File: src/rtl/pwr_event_reader_if.sv
// Read-back handshake bundle for pwr_event_reader.
//   RD_REQ  : read request, four-phase (master -> slave)
//   RD_SEL  : channel select, SW bits (master -> slave)
//   RD_CLR  : clear-on-read (master -> slave)
//   RD_ACK  : one-cycle acknowledge pulse (slave -> master)
//   RD_DATA : captured counter value, CW bits (slave -> master)
interface pwr_event_reader_if #(
  parameter int unsigned CW = 16,
  parameter int unsigned SW = 2
);
  logic          RD_REQ;
  logic [SW-1:0] RD_SEL;
  logic          RD_CLR;
  logic          RD_ACK;
  logic [CW-1:0] RD_DATA;

  modport master (output RD_REQ, output RD_SEL, output RD_CLR,
                  input  RD_ACK, input  RD_DATA);
  modport slave  (input  RD_REQ, input  RD_SEL, input  RD_CLR,
                  output RD_ACK, output RD_DATA);
endinterface

File: src/rtl/pwr_event_reader.sv
// Power-event reader: edge-detects NCH event lines, keeps per-channel
// saturating counters with sticky overflow flags, and returns counter
// values over a four-phase request/acknowledge handshake.
//   CLK     : clock, rising edge
//   RESET_N : asynchronous active-low reset
//   EVT     : event lines, a 0->1 transition is one event
//   CLR     : synchronous clear of all counters and overflow flags
//   rd      : read handshake (RD_REQ/RD_SEL/RD_CLR in, RD_ACK/RD_DATA out)
//   OVF     : per-channel sticky saturation flag
//   BUSY    : read FSM not idle
module pwr_event_reader #(
  parameter int unsigned NCH = 4,
  parameter int unsigned CW  = 16,
  parameter int unsigned SW  = 2
) (
  input  logic                  CLK,
  input  logic                  RESET_N,
  input  logic [NCH-1:0]        EVT,
  input  logic                  CLR,
  pwr_event_reader_if.slave     rd,
  output logic [NCH-1:0]        OVF,
  output logic                  BUSY
);

  typedef enum logic [1:0] {
    ST_IDLE = 2'd0,
    ST_CAPT = 2'd1,
    ST_ACK  = 2'd2,
    ST_WAIT = 2'd3
  } state_t;

  state_t          state_q, state_d;
  logic [NCH-1:0]  evt_q, evt_d;
  logic [NCH-1:0]  ovf_q, ovf_d;
  logic [CW-1:0]   cnt_q [NCH];
  logic [CW-1:0]   cnt_d [NCH];
  logic [CW-1:0]   rd_data_q, rd_data_d;
  logic            ack_q, ack_d;
  logic [NCH-1:0]  rise;
  logic            capt;

  always_comb begin
    state_d   = state_q;
    rd_data_d = rd_data_q;
    capt      = 1'b0;
    evt_d     = EVT;
    rise      = EVT & ~evt_q;
    // ACK is registered from the ACK state so the pulse lands one edge
    // after the state, giving the two-edge request-to-ack latency.
    ack_d     = (state_q == ST_ACK);

    unique case (state_q)
      ST_IDLE: if (rd.RD_REQ) state_d = ST_CAPT;
      ST_CAPT: begin
        capt      = 1'b1;
        // Out-of-range selects match no channel and capture zero.
        rd_data_d = '0;
        for (int unsigned i = 0; i < NCH; i++) begin
          if (32'(rd.RD_SEL) == i) rd_data_d = cnt_q[i];
        end
        state_d = ST_ACK;
      end
      ST_ACK:  state_d = ST_WAIT;
      ST_WAIT: if (!rd.RD_REQ) state_d = ST_IDLE;
      default: state_d = ST_IDLE;
    endcase

    for (int unsigned i = 0; i < NCH; i++) begin
      cnt_d[i] = cnt_q[i];
      ovf_d[i] = ovf_q[i];
      if (CLR) begin
        cnt_d[i] = '0;
        ovf_d[i] = 1'b0;
      end else if (capt && rd.RD_CLR && (32'(rd.RD_SEL) == i)) begin
        // Clear-on-read keeps an event arriving on the capture edge.
        cnt_d[i] = CW'(rise[i]);
        ovf_d[i] = 1'b0;
      end else if (rise[i]) begin
        if (cnt_q[i] != '1) cnt_d[i] = cnt_q[i] + CW'(1);
        else                ovf_d[i] = 1'b1;
      end
    end
  end

  always_ff @(posedge CLK or negedge RESET_N) begin
    if (!RESET_N) begin
      state_q   <= ST_IDLE;
      evt_q     <= '0;
      ovf_q     <= '0;
      rd_data_q <= '0;
      ack_q     <= 1'b0;
      for (int unsigned i = 0; i < NCH; i++) cnt_q[i] <= '0;
    end else begin
      state_q   <= state_d;
      evt_q     <= evt_d;
      ovf_q     <= ovf_d;
      rd_data_q <= rd_data_d;
      ack_q     <= ack_d;
      for (int unsigned i = 0; i < NCH; i++) cnt_q[i] <= cnt_d[i];
    end
  end

  assign rd.RD_ACK  = ack_q;
  assign rd.RD_DATA = rd_data_q;
  assign OVF        = ovf_q;
  assign BUSY       = (state_q != ST_IDLE);

endmodule

File: src/flat_wrapper.sv
// flat-port wrapper written by rule: the top's interface ports become plain ports
module pwr_event_reader_flat 
#(
  parameter int unsigned NCH = 4,
  parameter int unsigned CW  = 16,
  parameter int unsigned SW  = 2
)
  (CLK, RESET_N, EVT, CLR, OVF, BUSY, rd_RD_REQ, rd_RD_SEL, rd_RD_CLR, rd_RD_ACK, rd_RD_DATA);
  pwr_event_reader_if #(.CW(CW), .SW(SW)) rd_i ();
  input  logic CLK;
  input  logic RESET_N;
  input  logic [NCH-1:0] EVT;
  input  logic CLR;
  output logic [NCH-1:0] OVF;
  output logic BUSY;
  input wire logic [$bits(rd_i.RD_REQ)-1:0] rd_RD_REQ;
  input wire logic [$bits(rd_i.RD_SEL)-1:0] rd_RD_SEL;
  input wire logic [$bits(rd_i.RD_CLR)-1:0] rd_RD_CLR;
  output wire logic [$bits(rd_i.RD_ACK)-1:0] rd_RD_ACK;
  output wire logic [$bits(rd_i.RD_DATA)-1:0] rd_RD_DATA;
  assign rd_i.RD_REQ = rd_RD_REQ;
  assign rd_i.RD_SEL = rd_RD_SEL;
  assign rd_i.RD_CLR = rd_RD_CLR;
  assign rd_RD_ACK = rd_i.RD_ACK;
  assign rd_RD_DATA = rd_i.RD_DATA;
  pwr_event_reader #(.NCH(NCH), .CW(CW), .SW(SW)) u_core (.CLK(CLK), .RESET_N(RESET_N), .EVT(EVT), .CLR(CLR), .rd(rd_i), .OVF(OVF), .BUSY(BUSY));
endmodule
File: config.mk
export PLATFORM = sky130hd
export DESIGN_NAME = pwr_event_reader_flat
export DESIGN_NICKNAME = d
export VERILOG_FILES = /design/src/rtl/pwr_event_reader_if.sv /design/src/rtl/pwr_event_reader.sv /design/src/flat_wrapper.sv
export SDC_FILE = /design/constraint.sdc
export NUM_CORES = 1
export LEC_CHECK = 0
export CORE_UTILIZATION = 50
export DETAILED_ROUTE_END_ITERATION = 6
export HOLD_SLACK_MARGIN = 0.12
export PLACE_DENSITY = 0.73
export SLEW_MARGIN = 5
export SYNTH_ARGS = -nofsm -noshare
export SYNTH_HDL_FRONTEND = slang
export SYNTH_SLANG_ARGS = --single-unit
File: constraint.sdc
create_clock -name CLK -period 2.2 [get_ports CLK]
set_clock_uncertainty 0.05 [all_clocks]
set_input_delay 0.33 -clock CLK [delete_from_list [all_inputs] [get_ports CLK]]
set_output_delay 0.33 -clock CLK [all_outputs]
set_load 0.1 [all_outputs]
Word level (Yosys, flattened, before mapping)
Index checks and enable logic that the tools add are counted.
{"block": "classes", "reduce_logical": 25, "n_addsub": 4, "n_eq_ne": 16, "mux": 40, "bitwise": 2}
{"op": "2-to-1 mux 16 bit", "n": 20}
{"op": "adder 16 x 1 -> 16 bit (second input constant)", "n": 4}
{"op": "!= test 16 bit (second input constant)", "n": 4}
{"op": "nonzero test 3 bit", "n": 8}
{"op": "AND reduction 2 bit", "n": 9}
{"op": "2-to-1 mux 1 bit", "n": 17}
{"op": "!= test 3 x 2 -> 1 bit (second input constant)", "n": 4}
{"op": "equality test 2 bit (second input constant)", "n": 4}
{"op": "case mux 2 bit (4 select lines)", "n": 1}
{"op": "logical AND 1 bit", "n": 5}
{"op": "bitwise AND 4 bit", "n": 1}
{"op": "equality test 2 x 1 -> 1 bit (second input constant)", "n": 2}
{"op": "logical NOT 2 bit", "n": 2}
{"op": "2-to-1 mux 2 bit", "n": 2}
{"op": "!= test 2 bit (second input constant)", "n": 2}
{"op": "NOT 4 bit", "n": 1}
{"op": "nonzero test 2 bit", "n": 1}
{"block": "word_totals", "in_bits": 11, "elab_cells": 99, "regBits": 91, "out_inout_bits": 22}

Longest topological paths before layout
Gate-level depths: netlist of run 1.
{"block": "logic_depth", "ltp_word": 6, "mapped_depth": 8}

Worst setup path before layout of run 1
OpenSTA, ideal clock, no wires.
{"block": "synth_path", "kind": "reg-to-reg", "from": "reg u_core.state_q[1]", "to": "reg u_core.cnt_q[27] (netlist bit)", "required_ns": 2.070, "period_less_slack_ns": 2.128, "path_stages_with_launch": 8, "path_slack_ns": 0.072, "arrival_ns": 1.998, "path_cell_list": "dfrtp_1 > inv_1 > ha_1 > buf_2 > nand4b_1 > a311o_1 > a2111oi_0 > mux2i_1"}
{"block": "synth_via", "elab_chain_len": 6, "elab_cells_between_ends": 9, "cone_classes": "eq/ne (1); mux (3); reduce/logical (5)"}
{"element": "start: declaration", "line": "pwr_event_reader.sv:32", "text": "state_t state_q, state_d;"}
{"element": "start signal: assignment", "line": "pwr_event_reader.sv:94", "text": "state_q <= state_d;"}
{"element": "equality test 2 x 1 -> 1 bit (*)", "line": "pwr_event_reader.sv:52", "text": "unique case (state_q)"}
{"element": "2-to-1 mux 1 bit (*)", "line": "pwr_event_reader.sv:52"}
{"element": "logical AND 1 bit (*) (2 in a row)", "line": "pwr_event_reader.sv:74", "text": "end else if (capt && rd.RD_CLR && (32'(rd.RD_SEL) == i)) begin"}
{"element": "nonzero test 3 bit (no line) or 2-to-1 mux 16 bit (tied branches)"}
{"element": "AND reduction 2 bit (no line) or 2-to-1 mux 16 bit (tied branches)"}
{"element": "end: declaration", "line": "pwr_event_reader.sv:35", "text": "logic [CW-1:0] cnt_q [NCH];"}
Mark *: on every way between the ends. The rest lies on a longest branch, timed or not.
A chain may end at the register's enable or synchronous reset.

Worst setup path in the final report of run 1
{"block": "layout_path", "from": "reg u_core.cnt_q[49] (netlist bit)", "to": "reg u_core.cnt_q[58] (netlist bit)"}
{"block": "layout_via", "elab_chain_len": 5, "elab_cells_between_ends": 8, "cone_classes": "add/sub (1); eq/ne (1); mux (4); reduce/logical (2)"}
{"element": "adder 16 x 1 -> 16 bit", "line": "pwr_event_reader.sv:79", "text": "if (cnt_q[i] != '1) cnt_d[i] = cnt_q[i] + CW'(1);"}
{"element": "2-to-1 mux 16 bit", "line": "pwr_event_reader.sv:79"}
{"element": "2-to-1 mux 16 bit", "line": "pwr_event_reader.sv:78", "text": "end else if (rise[i]) begin"}
{"element": "2-to-1 mux 16 bit", "line": "pwr_event_reader.sv:74"}
{"element": "2-to-1 mux 16 bit", "line": "pwr_event_reader.sv:71", "text": "if (CLR) begin"}
Several ways; a longest one is shown, not always the timed one. The select of a mux whose other input is x is not followed.

==> results of run 1 <==
-- cells in the mapped netlist, types with 2 or more instances --
| cell | count | area [um2] |
|---|---|---|
| o31a_1 | 2 | 17.52 |
| nand3_1 | 24 | 120.1 |
| a211oi_1 | 2 | 15.01 |
| or3_1 | 19 | 118.9 |
| ha_1 | 9 | 112.6 |
| and4b_1 | 2 | 20.02 |
| inv_1 | 12 | 45.04 |
| o31ai_1 | 30 | 225.2 |
| buf_1 | 2 | 7.510 |
| mux2_2 | 17 | 191.4 |
| and2_1 | 3 | 18.77 |
| o21ai_0 | 16 | 80.08 |
| a31oi_1 | 5 | 31.28 |
| nand2_1 | 38 | 142.6 |
| nand4_1 | 24 | 150.1 |
| nand4b_1 | 2 | 17.52 |
| dfrtp_1 | 91 | 2277 |
| o21a_1 | 3 | 22.52 |
| mux4_2 | 15 | 337.8 |
| mux2i_1 | 10 | 100.1 |
| nor2_1 | 14 | 52.55 |
| nor2b_1 | 4 | 25.02 |
| or2_2 | 4 | 25.02 |
| o41ai_1 | 5 | 43.79 |
| clkbuf_1 | 20 | 75.07 |
| o311ai_0 | 2 | 17.52 |
| nor3_1 | 10 | 50.05 |
| a21oi_1 | 46 | 230.2 |
| nor3b_1 | 2 | 15.01 |
| nor4_1 | 7 | 43.79 |
| nand3b_1 | 3 | 22.52 |
| o211ai_1 | 2 | 15.01 |
| buf_2 | 4 | 20.02 |
| or4_1 | 33 | 247.7 |
| and4_1 | 7 | 61.31 |
| nand2b_1 | 4 | 25.02 |
| and3_1 | 8 | 50.05 |
-- flip-flops by register name, summed over array words and instances, names as in the netlist --
signal / flops
u_core.OVF: 4
u_core.cnt_q: 64
u_core.evt_q: 4
u_core.rd.RD_ACK: 1
u_core.rd.RD_DATA: 16
u_core.state_q: 2
-- cell families (layout without fill, tap and decap cells) --
logic type / Yosys count / after routing / synth area share [%]
AO/OA/AOI/OAI: 120 / 120 / 14.58
flip-flops: 91 / 91 / 43.49
multiplexers: 43 / 43 / 12.52
adder cells (fa/ha/maj): 9 / 9 / 2.151
AND/OR/NAND/NOR: 214 / 214 / 24.37
buffers and inverters: 39 / 110 / 2.891
-- worst paths after layout --
path	startpoint	end
hold / removal	EVT[2]	u_core.evt_q[2]$_DFF_PN0_
min in group asynchronous	RESET_N	u_core.OVF[0]$_DFFE_PN0P_
max in group asynchronous	RESET_N	u_core.OVF[1]$_DFFE_PN0P_
hold reg to reg	u_core.OVF[0]$_DFFE_PN0P_	u_core.OVF[0]$_DFFE_PN0P_
setup reg to reg	u_core.cnt_q[49]$_DFFE_PN0P_	u_core.cnt_q[58]$_DFFE_PN0P_
setup / recovery	u_core.cnt_q[49]$_DFFE_PN0P_	u_core.cnt_q[58]$_DFFE_PN0P_
-- cell usage in the layout, fill, tap and decap left out, types with 14 or more instances in the layout --
cell	n
buf_4	69
nand3_1	24
nand2_1	38
mux2_2	17
or4_1	33
nand4_1	24
dfrtp_1	90
nor2_1	14
or3_1	19
o21ai_0	16
mux4_2	15
a21oi_1	46
o31ai_1	30
-- where the power goes --
group	total, mW	switching, mW	internal [mW]
logic	0.862	0.565	0.297
registers	1.77	0.0408	1.73
clock network	1.26	0.590	0.668
total	3.89	1.19	2.69
-- timing repair --
action / CTS / global route
hold endpoints to repair: 91 / 0
hold buffers: 1 / 0
resized for setup: 0 / 2
endpoints found under the setup margin: 0 / 4
-- per-layer routing --
layer,share of wire (%),routed length (um)
met5,0,0
met4,2.0,280
met3,4.4,606
met2,48,6733
met1,45,6277
-- critical path, delay by kind of cell, from the launching register on --
| kind | cells | cell delay, ps |
|---|---|---|
| simple gates | 3 | 1110 |
| fa+ha+maj | 1 | 230 |
| compound gates | 1 | 180 |
| flops | 1 | 430 |
-- final cells by class --
type	instances	share of cell area [%]
clock inverter	2	0.9703
clock buffer	13	2.406
sequential	91	36.81
multi-input combinational	386	45.38
timing repair buffer	82	10.96
inverter	13	0.7884
tap	133	2.689
==> impl_metrics.tcl, run 1 <==
set metrics [dict create \
    ys_async_sr_fraction_pct 100.0 \
    cts_made_buffers 9 \
    slowest_stage "or3_1" \
    endpoint_kind "register" \
    core_um2 9955 \
    synthDistinctLibCells 52 \
    seq_area_frac_synth_pct 43.49 \
    period_share_pct 95.31 \
    powerDensity_nw_per_um2 627.9 \
    cts_setup_buffers 0 \
    stdcell_area_um2 6190 \
    required_ps 2440 \
    cts_tree "yes" \
    status "complete, no violations" \
    top_usage_layer "met2" \
    pre_cts_ws_ps -101.5 \
    setup_violations 0 \
    gp_congestion 0.9111 \
    drt_wl_total_um 13900 \
    portBuffers 32 \
    worstSetupStartpointType "register" \
    clk_pin_slew_ps 90 \
    syn_avg_cell_area_um2 10.15 \
    arrival_ps 2340 \
    cts_max_level 3 \
    ff_latch_area_um2 2278 \
    hold_ws_ps 383.3 \
    stdcell_count 720 \
    die_y_um 104.3 \
    num_vias 4691 \
    hold_violations 0 \
    slowest_delay_ps 500 \
    clock-sinks 91 \
    track_usage_pct 26.90 \
    dr.pass1.iters 4 \
    use_met2_pct 43.61 \
    tightest_slew_ps 666.8 \
    yosysWarningCount 0 \
    min_path_cells 1 \
    syn_nets 536 \
    ys_ff_latch 91 \
    dpl.hpwl_um 10150 \
    grt_use_met1_pct 36.96 \
    grt_max_degree 92 \
    cts_buffer_depth 2 \
    area_growth_pct 18.21 \
    critPathKind "reg2reg" \
    r2r_slack_ps 100 \
    timing.slew.headroom_pct 54.97 \
    overflow 0 \
    vdd_drop_max_mv 0.9365 \
    syn_inst 516 \
    place_area_um2 5968 \
    ant_nets 0 \
    drc 0 \
    vias_per_cell 6.515 \
    setup_tns_ps 0 \
    cap_violations 0 \
    start_util_pct 52.60 \
    rows 36 \
    clock_latency_ps 370 \
    hp-class "in2reg" \
    antenna_found_initial 0 \
    ioPinCount 33 \
    setup_ws_ps 103.1 \
    synth-edff-count 0 \
    grt_pass1_wl_um 23160 \
    synth_area_um2 5236 \
    max_freq_mhz 476.9 \
    dp_cells 704 \
    path_cells "ha_1 -> nand4_1 -> or3_1 -> or4_1 -> a21oi_1" \
    grt_pass1_vias 4609 \
    r2r_cells 5 \
    multi_input_area_um2 2809 \
    root_buffer "clkbuf_8" \
    num-nets-final 603 \
    maxSlewViolCount 0 \
    fin_crit_ps 2097 \
    cp_max_fo 6 \
    drt_iter0_markers 316 \
    synth-main-ff-cell "dfrtp_1" \
    final_layout_size_suffix_gt1_share_pct 21.29 \
    use_met3_pct 4.323 \
    fin_util_pct 62.18 \
    die_x_um 104.3 \
    total_power_mw 3.887 \
    die_area_um2 10890 \
    rsz0062_at_grt "no" \
    fill_cells 827 \
    leakage_nw 2.505 \
    wl_per_cell_um 19.30 \
    num_antenna_cells 0 \
]
Power figures use the tool's default switching activity.
==> run 2, diff against run 1 <==
--- a/config.mk
+++ b/config.mk
@@ -6,6 +6,7 @@
 export NUM_CORES = 1
 export LEC_CHECK = 0
 export CORE_UTILIZATION = 50
+export CTS_CLUSTER_SIZE = 12
 export DETAILED_ROUTE_END_ITERATION = 6
 export HOLD_SLACK_MARGIN = 0.12
 export PLACE_DENSITY = 0.73
==> results of run 2 <==
The final DEF is identical to that of run 1; final timing and power are the same.
